[src/rtl/if_stage_pkg.sv]
// Shared datapath constants and helpers for the instruction-fetch stage.
// - INS_WIDTH    : instruction / address width
// - PC_STEP      : sequential PC increment (one word)
// - RESET_PC_DEF : default PC after reset
// - NOP_INS_DEF  : default bubble word placed in IF/ID (sll $0,$0,0)
// - pc_sel_e     : next-PC source chosen by the per-cycle priority mux
package if_stage_pkg;

  localparam int unsigned INS_WIDTH = 32;
  localparam logic [INS_WIDTH-1:0] PC_STEP      = 32'd4;
  localparam logic [INS_WIDTH-1:0] RESET_PC_DEF = 32'h0000_0000;
  localparam logic [INS_WIDTH-1:0] NOP_INS_DEF  = 32'h0000_0000;

  typedef enum logic [1:0] {
    SEL_SEQ    = 2'd0,
    SEL_BRANCH = 2'd1,
    SEL_JUMP   = 2'd2,
    SEL_HOLD   = 2'd3
  } pc_sel_e;

  // Force an address onto a word boundary; low two bits of targets are ignored.
  function automatic logic [INS_WIDTH-1:0] word_align(input logic [INS_WIDTH-1:0] a);
    return a & ~(PC_STEP - 32'd1);
  endfunction

endpackage

[src/rtl/if_stage_pc_reg.sv]
// Program-counter register with synchronous reset, load and hold.
// The next-PC selection lives in the parent; this block only stores.
// Ports:
// - clk   in  1   rising-edge clock
// - rst   in  1   synchronous active-high reset, loads RESET_PC
// - load  in  1   1: capture pc_d, 0: hold
// - pc_d  in  32  next PC (word aligned by this block)
// - pc_q  out 32  current PC
module if_stage_pc_reg
  import if_stage_pkg::*;
#(
  parameter logic [INS_WIDTH-1:0] RESET_PC = RESET_PC_DEF
) (
  input  logic                 clk,
  input  logic                 rst,
  input  logic                 load,
  input  logic [INS_WIDTH-1:0] pc_d,
  output logic [INS_WIDTH-1:0] pc_q
);

  always_ff @(posedge clk) begin
    if (rst) begin
      pc_q <= word_align(RESET_PC);
    end else if (load) begin
      pc_q <= word_align(pc_d);
    end
  end

endmodule

[src/rtl/if_stage.sv]
// Instruction-fetch stage of the 5-stage MIPS pipeline.
// Holds the PC, presents it to instruction memory, and latches the fetched
// word into the IF/ID register. Handles sequential fetch, branch/jump
// redirect with IF/ID flush, and hazard stall.
// Ports:
// - clk, rst              clock, synchronous active-high reset
// - stall                 hold PC and IF/ID this cycle
// - br_taken, br_target   branch redirect (highest priority after reset)
// - jump, jump_target     jump redirect
// - imem_addr             instruction-memory address (= PC register)
// - imem_rdata            instruction word at imem_addr, same cycle
// - ID_ins, ID_pc4        IF/ID instruction and its PC+4
// - ID_valid              IF/ID holds a real instruction (0 = bubble)
// - fetch_count           instructions latched into IF/ID with ID_valid=1
module if_stage
  import if_stage_pkg::*;
#(
  parameter logic [INS_WIDTH-1:0] RESET_PC = RESET_PC_DEF,
  parameter logic [INS_WIDTH-1:0] NOP_INS  = NOP_INS_DEF
) (
  input  logic                 clk,
  input  logic                 rst,
  input  logic                 stall,
  input  logic                 br_taken,
  input  logic [INS_WIDTH-1:0] br_target,
  input  logic                 jump,
  input  logic [INS_WIDTH-1:0] jump_target,
  output logic [INS_WIDTH-1:0] imem_addr,
  input  logic [INS_WIDTH-1:0] imem_rdata,
  output logic [INS_WIDTH-1:0] ID_ins,
  output logic [INS_WIDTH-1:0] ID_pc4,
  output logic                 ID_valid,
  output logic [INS_WIDTH-1:0] fetch_count
);

  pc_sel_e              sel;
  logic [INS_WIDTH-1:0] pc_q;
  logic [INS_WIDTH-1:0] pc_d;
  logic [INS_WIDTH-1:0] pc_plus4;
  logic                 pc_load;

  logic [INS_WIDTH-1:0] ins_q, ins_d;
  logic [INS_WIDTH-1:0] pc4_q, pc4_d;
  logic                 valid_q, valid_d;
  logic [INS_WIDTH-1:0] count_q, count_d;

  // Wraps modulo 2^32 naturally.
  assign pc_plus4 = pc_q + PC_STEP;

  // Branch beats jump (it belongs to the older instruction); any redirect beats stall.
  always_comb begin
    sel = SEL_SEQ;
    if (br_taken) begin
      sel = SEL_BRANCH;
    end else if (jump) begin
      sel = SEL_JUMP;
    end else if (stall) begin
      sel = SEL_HOLD;
    end
  end

  always_comb begin
    pc_d    = pc_plus4;
    pc_load = 1'b1;
    ins_d   = ins_q;
    pc4_d   = pc4_q;
    valid_d = valid_q;
    count_d = count_q;
    unique case (sel)
      SEL_BRANCH, SEL_JUMP: begin
        pc_d    = (sel == SEL_BRANCH) ? br_target : jump_target;
        ins_d   = NOP_INS;
        pc4_d   = '0;
        valid_d = 1'b0;
      end
      SEL_HOLD: begin
        pc_load = 1'b0;
      end
      default: begin
        ins_d   = imem_rdata;
        pc4_d   = pc_plus4;
        valid_d = 1'b1;
        count_d = count_q + 32'd1;
      end
    endcase
  end

  if_stage_pc_reg #(
    .RESET_PC(RESET_PC)
  ) u_pc_reg (
    .clk (clk),
    .rst (rst),
    .load(pc_load),
    .pc_d(pc_d),
    .pc_q(pc_q)
  );

  always_ff @(posedge clk) begin
    if (rst) begin
      ins_q   <= NOP_INS;
      pc4_q   <= '0;
      valid_q <= 1'b0;
      count_q <= '0;
    end else begin
      ins_q   <= ins_d;
      pc4_q   <= pc4_d;
      valid_q <= valid_d;
      count_q <= count_d;
    end
  end

  assign imem_addr   = pc_q;
  assign ID_ins      = ins_q;
  assign ID_pc4      = pc4_q;
  assign ID_valid    = valid_q;
  assign fetch_count = count_q;

endmodule

[config.mk]
export PLATFORM = sky130hd
export DESIGN_NAME = if_stage
export DESIGN_NICKNAME = d
export VERILOG_FILES = /design/src/rtl/if_stage_pkg.sv /design/src/rtl/if_stage_pc_reg.sv /design/src/rtl/if_stage.sv
export SDC_FILE = /design/constraint.sdc
export NUM_CORES = 1
export LEC_CHECK = 0
export CAP_MARGIN = 20
export CORE_MARGIN = 4
export CORE_UTILIZATION = 25
export CTS_CLUSTER_SIZE = 30
export DETAILED_ROUTE_END_ITERATION = 10
export PLACE_DENSITY = 0.53
export SLEW_MARGIN = 20
export SYNTH_ARGS = -nofsm -noshare
export SYNTH_HDL_FRONTEND = slang
export SYNTH_SLANG_ARGS = --single-unit
[constraint.sdc]
create_clock -name clk -period 3.9 [get_ports clk]
set_clock_uncertainty 0.2 [all_clocks]
set_input_delay 0.585 -clock clk [delete_from_list [all_inputs] [get_ports clk]]
set_output_delay 0.585 -clock clk [all_outputs]
set_load 0.01 [all_outputs]
* Word level (Yosys, flattened, before mapping)
Cells that the tools add are included.
** Operators by class
- Muxes and demuxes :: 8
- Reductions and logical operators :: 2
- $add $sub $neg :: 2
- Equal/unequal tests :: 3
** Operator list (count)
- 32-bit case mux with 2 select lines :: 2
- 32-bit 2-to-1 mux :: 2
- 32-bit by 1-bit adder with 32-bit output, second input constant :: 1
- 32-bit by 3-bit adder with 32-bit output, second input constant :: 1
- 2-bit 2-to-1 mux :: 3
- 2-bit == test, second input constant :: 2
- 3-bit OR reduction :: 1
- 2-bit by 1-bit == test with 1-bit output, second input constant :: 1
- 1-bit case mux with 2 select lines :: 1
- 2-bit OR reduction :: 1
** Storage, ports and cells
- Register bits :: 127
- Word-level logic and storage cells :: 20
- Output and inout port bits :: 129

* Depth between registers and ports, before layout
- Word-level depth :: 6
- Gate-level depth with buffers :: 11
- Depth with buffers taken out :: 9

* Hierarchy
Synthesis repeated with hierarchy kept, for this count alone.
** Second synthesis, totals
- Cell total of the unflattened synthesis :: 660
- Area total of the unflattened synthesis :: 5925.7 µm²
** Modules (own cells, without submodules)
- if_stage :: seq. area each 1941.9 µm², cells each 560, instances 1, area an instance 4810.9 µm²
- if_stage_pc_reg :: seq. area each 600.6 µm², cells each 100, instances 1, area an instance 1114.8 µm²

* Worst setup path before layout
No wires, ideal clock.
- Kind :: input -> register
- Start :: input port stall
- End :: register u_pc_reg.pc_q[26]
- Required time :: 3.571 ns
- Stages on the path :: 11
- Buffers on the path :: 2
- Path slack :: 1.242 ns
- Setup time :: 0.129 ns
- Arrival :: 2.329 ns
- Cells stage by stage :: nor2_1 or2_2 inv_1 ha_1 clkbuf_1 clkinv_1 nand2_1 clkbuf_1 nor3_1 a31oi_1 o31ai_1
** On the way
- Cells in the longest elaborated chain, start to end :: 6
- Elaborated cells on any way between the ends :: 9
- Those cells by class :: eq/ne (3); mux (5); reduce/logical (1)
** Ends and longest elaborated chain
- start, declared :: RTL line if_stage.sv:23 : input logic stall,
- 2-bit 2-to-1 mux (*) :: RTL line if_stage.sv:57 : end else if (stall) begin
- 2-bit 2-to-1 mux (*) :: RTL line if_stage.sv:55 : end else if (jump) begin
- 2-bit 2-to-1 mux (*) :: RTL line if_stage.sv:53 : if (br_taken) begin
- 2-bit by 1-bit == test with 1-bit output or 2-bit == test (tied branches) :: RTL line if_stage.sv:69, if_stage.sv:71
- 32-bit 2-to-1 mux or 2-bit OR reduction (tied branches) :: RTL line if_stage.sv:71, if_stage.sv:69
- 32-bit 2-to-1 mux :: RTL line if_stage.sv:69 : unique case (sel)
- end signal, assigned :: RTL line if_stage_pc_reg.sv:23 : pc_q <= word_align(RESET_PC);
- end signal, assigned :: RTL line if_stage_pc_reg.sv:25 : pc_q <= word_align(pc_d);
- end, declared :: RTL line if_stage_pc_reg.sv:18 : output logic [INS_WIDTH-1:0] pc_q
Every way passes the cells marked *; elsewhere a longest branch is shown, timed or not.
A chain may end at the register's enable or synchronous reset.

* Worst setup path in the final report
- Start :: input port jump
- End :: register count_q[19], in the netlist fetch_count[19]
** On the way
- Cells in the longest elaborated chain, start to end :: 4
- Elaborated cells on any way between the ends :: 6
- Those cells by class :: eq/ne (3); mux (2); reduce/logical (1)
** Ends and longest elaborated chain
- start, declared :: RTL line if_stage.sv:26 : input logic jump,
- 2-bit 2-to-1 mux (*) :: RTL line if_stage.sv:55
- 2-bit 2-to-1 mux (*) :: RTL line if_stage.sv:53
- 2-bit by 1-bit == test with 1-bit output or 2-bit == test (tied branches) :: RTL line if_stage.sv:69
- 3-bit OR reduction (no source line) (*)
- end signal, assigned :: RTL line if_stage.sv:108 : count_q <= count_d;
- end, declared :: RTL line if_stage.sv:45 : logic [INS_WIDTH-1:0] count_q, count_d;
Marks and branches as above.

==> flow_summary.yaml <==
routing:
  route.detailed.drc: 0
  drt_iter0_drc: 263
  ant_nets: 0
  first_pass_iters: 4
  vias_per_cell: 4.68
  highest_layer: "met4"
  routedWlPerCell_um: 16.5
  vias: 5906
  wirelength_um: 20900
  dr_wl_met2_um: 9870
  wl_met3_um: 1540
  drt-met1-wl_um: 9220
cells_and_area:
  final_core_util_pct: 38.8
  nNetsFinal: 1038
  drive_above_1_share_pct: 7.42
  area_delta_synth_final_pct: 51.9
  diodes: 0
setup_path:
  cp.required_ns: 3.98
  timing.rr.start: "u_pc_reg.pc_q[3]$_SDFFE_PP0P_"
  end_kind: "flop"
  crit_path_start_kind: "input port"
  reg2reg_depth: 6
  crit_type: "in2reg"
  cp_max_fo: 7
  critical_path_arrival_ns: 2.96
  regToRegEndpoint: "u_pc_reg.pc_q[20]$_SDFFE_PP0P_"
  r2r_setup_slack_ns: 1.07
global_routing:
  grt-ovfl-total: 0
  grt_pass1_wl_um: 32500
  grt_pass1_vias: 5770
  grt_max_degree: 72
  grt_usage_pct: 15.5
  antenna_found_initial: 0
clock_tree:
  clkTransAtPathRegs_ns: 0.06
  clock_sinks: 125
  htreeDepth: 4
  numCtsBuffers: 17
  cts_tree: "built"
  post_cts_resized: 0
  clock_latency_ns: 0.41
  holdBufCountCts: 0
  root_buffer: "clkbuf_16"
  clock_path_buffers: 2
  cts_setup_buffers: 0
synth:
  yosysTopAreaCell: "dfxtp_1"
  avgSynthCellArea_um2: 8.31
  yosysWarningCount: 0
  ys_ff_latch: 125
  synth_edf_count: 0
  ys.flop_type: "dfxtp_1"
  async_flop_share_pct: 0
  synthTopCellsByArea: "dfxtp_1 42%, nor2_1 7.4%, mux2i_1 5.2%, a22oi_1 4.7%, xnor2_1 4.4%"
  yosysSeqAreaShare_pct: 41.6
  synth_cell_types: 52
  synth.most_common_cell: "dfxtp_1"
  synth_top_area_share_pct: 41.6
  netlist_area_um2: 6020
  syn_inst: 724
  synth_common_cells: "125 x dfxtp_1, 119 x nor2_1, 63 x nand2_1"
min_path:
  hold_depth: 2
  min_to: "ID_pc4[25]$_SDFFE_PP0P_"
  hold_start: "ID_pc4[25]$_SDFFE_PP0P_"
  hold_class: "reg2reg"
sta:
  worst_pin_slew_ns: 0.707
  maxSlewViolCount: 0
  timing.hold.ws_ns: 0.245
  setup_viol: 0
  slew_headroom_pct: 52.9
  finalCritPeriodShare_pct: 74.0
  max_freq_ghz: 0.346
  rsz0062_at_grt: "no"
  hold_viol_final: 0
  period_minus_slack_ns: 2.89
  timing.setup.tns_ns: 0
floorplan:
  io_pins: 230
  rows: 56
  die_y_um: 163
  start_util_pct: 25.6
  die_x_um: 163
  core-area_um2: 23500
  dieArea_um2: 26600
place:
  place_hpwl_um: 15100
  gp_congestion: 0.761
  port_buffers: 221
pwr:
  fin_total_pwr_mw: 3.62
  leakagePower_nw: 3.24
  peakVddDrop_mv: 0.262
  pwr_density_cell_nw_per_um2: 396
run:
  drv_cap: 0
run_status:
  run_status: "completed"
==> power by group <==
part | switching [mW] | leakage, nW | internal, mW
combinational | 0.315 | 1.95 | 0.330
clock | 0.594 | 0.272 | 0.950
sequential | 0.0802 | 1.02 | 1.35
total | 0.989 | 3.24 | 2.63
==> layout make-up <==
| class | instances | area [µm²] |
|---|---|---|
| fill | 2484 | 14400 |
| multi-input combinational | 533 | 3240 |
| sequential | 125 | 2500 |
| timing repair buffer | 238 | 2360 |
| clock buffer | 20 | 447 |
| tap | 319 | 399 |
| clock inverter | 11 | 120 |
| inverter | 17 | 63.8 |
==> worst max-delay path, cell delays in order <==
cell and delay, ns:
clkdlybuf4s50_1 0.48, inv_1 0.04, a21oi_1 0.22, ha_1 0.36
nand4_1 0.15, or4_1 0.49, buf_4 0.20, nor4_1 0.23
xnor2_1 0.16, nor2_1 0.05
==> flip-flops by register name, summed over array words and instances (netlist names) <==
register,count
ID_ins,32
ID_pc4,30
ID_valid,1
fetch_count,32
u_pc_reg.pc_q,30
==> cells in the final DEF (no fill, tap or decap), types with 10 or more instances in the layout <==
master,n
clkdlybuf4s50_1,220
dfxtp_1,125
nor2_1,118
nand2_1,63
o21ai_0,41
a22oi_1,38
a21oi_1,37
mux2i_1,31
xnor2_1,30
xor2_1,23
nand4_1,20
nand3_1,18
clkbuf_16,17
inv_1,16
buf_4,16
nor3_1,13
nor4_1,10
==> cells by family after synthesis <==
family                     synth area share (%)
and+or+nand+nor                            23.0
AOI/OAI and AO/OA                          15.8
DFF                                        41.6
buffers and inverters                      4.89
xor gates and xnor gates                   7.72
muxes                                      5.91
adders and majority gates                  1.04
other                                    0.0623
==> per-stage QoR <==
stage,setup slack (ns),instance area (µm²),std cells
after floorplan,1.24,6030,727
after global placement,0.523,8570,1232
after detailed placement,0.513,8570,1232
after CTS,0.960,9140,1263
after global routing,0.787,9140,1263
final,1.01,9140,1263
==> layer usage <==
| layer | global-route usage [%] | vias to the layer above |
|---|---|---|
| met3 | 5.70 | 19 |
| met5 | 0 | - |
| li1 | - | 2960 |
| met1 | 19.2 | 2758 |
| met2 | 25.7 | 169 |
| met4 | 4.04 | 0 |
==> worst max-delay path by stage <==
stage | from | endpoint | slack [ns] | cells past startpoint
CTS | jump | fetch_count[24]$_SDFFE_PP0N_ | 0.96 | 9
detailed placement | jump | fetch_count[24]$_SDFFE_PP0N_ | 0.51 | 9
floorplan | stall | u_pc_reg.pc_q[26]$_SDFFE_PP0P_ | 1.24 | 11
global route | jump | fetch_count[19]$_SDFFE_PP0N_ | 0.79 | 10
finish | jump | fetch_count[19]$_SDFFE_PP0N_ | 1.01 | 10
global placement | jump | fetch_count[30]$_SDFFE_PP0N_ | 0.52 | 9
(Power assumes the default switching activity.)
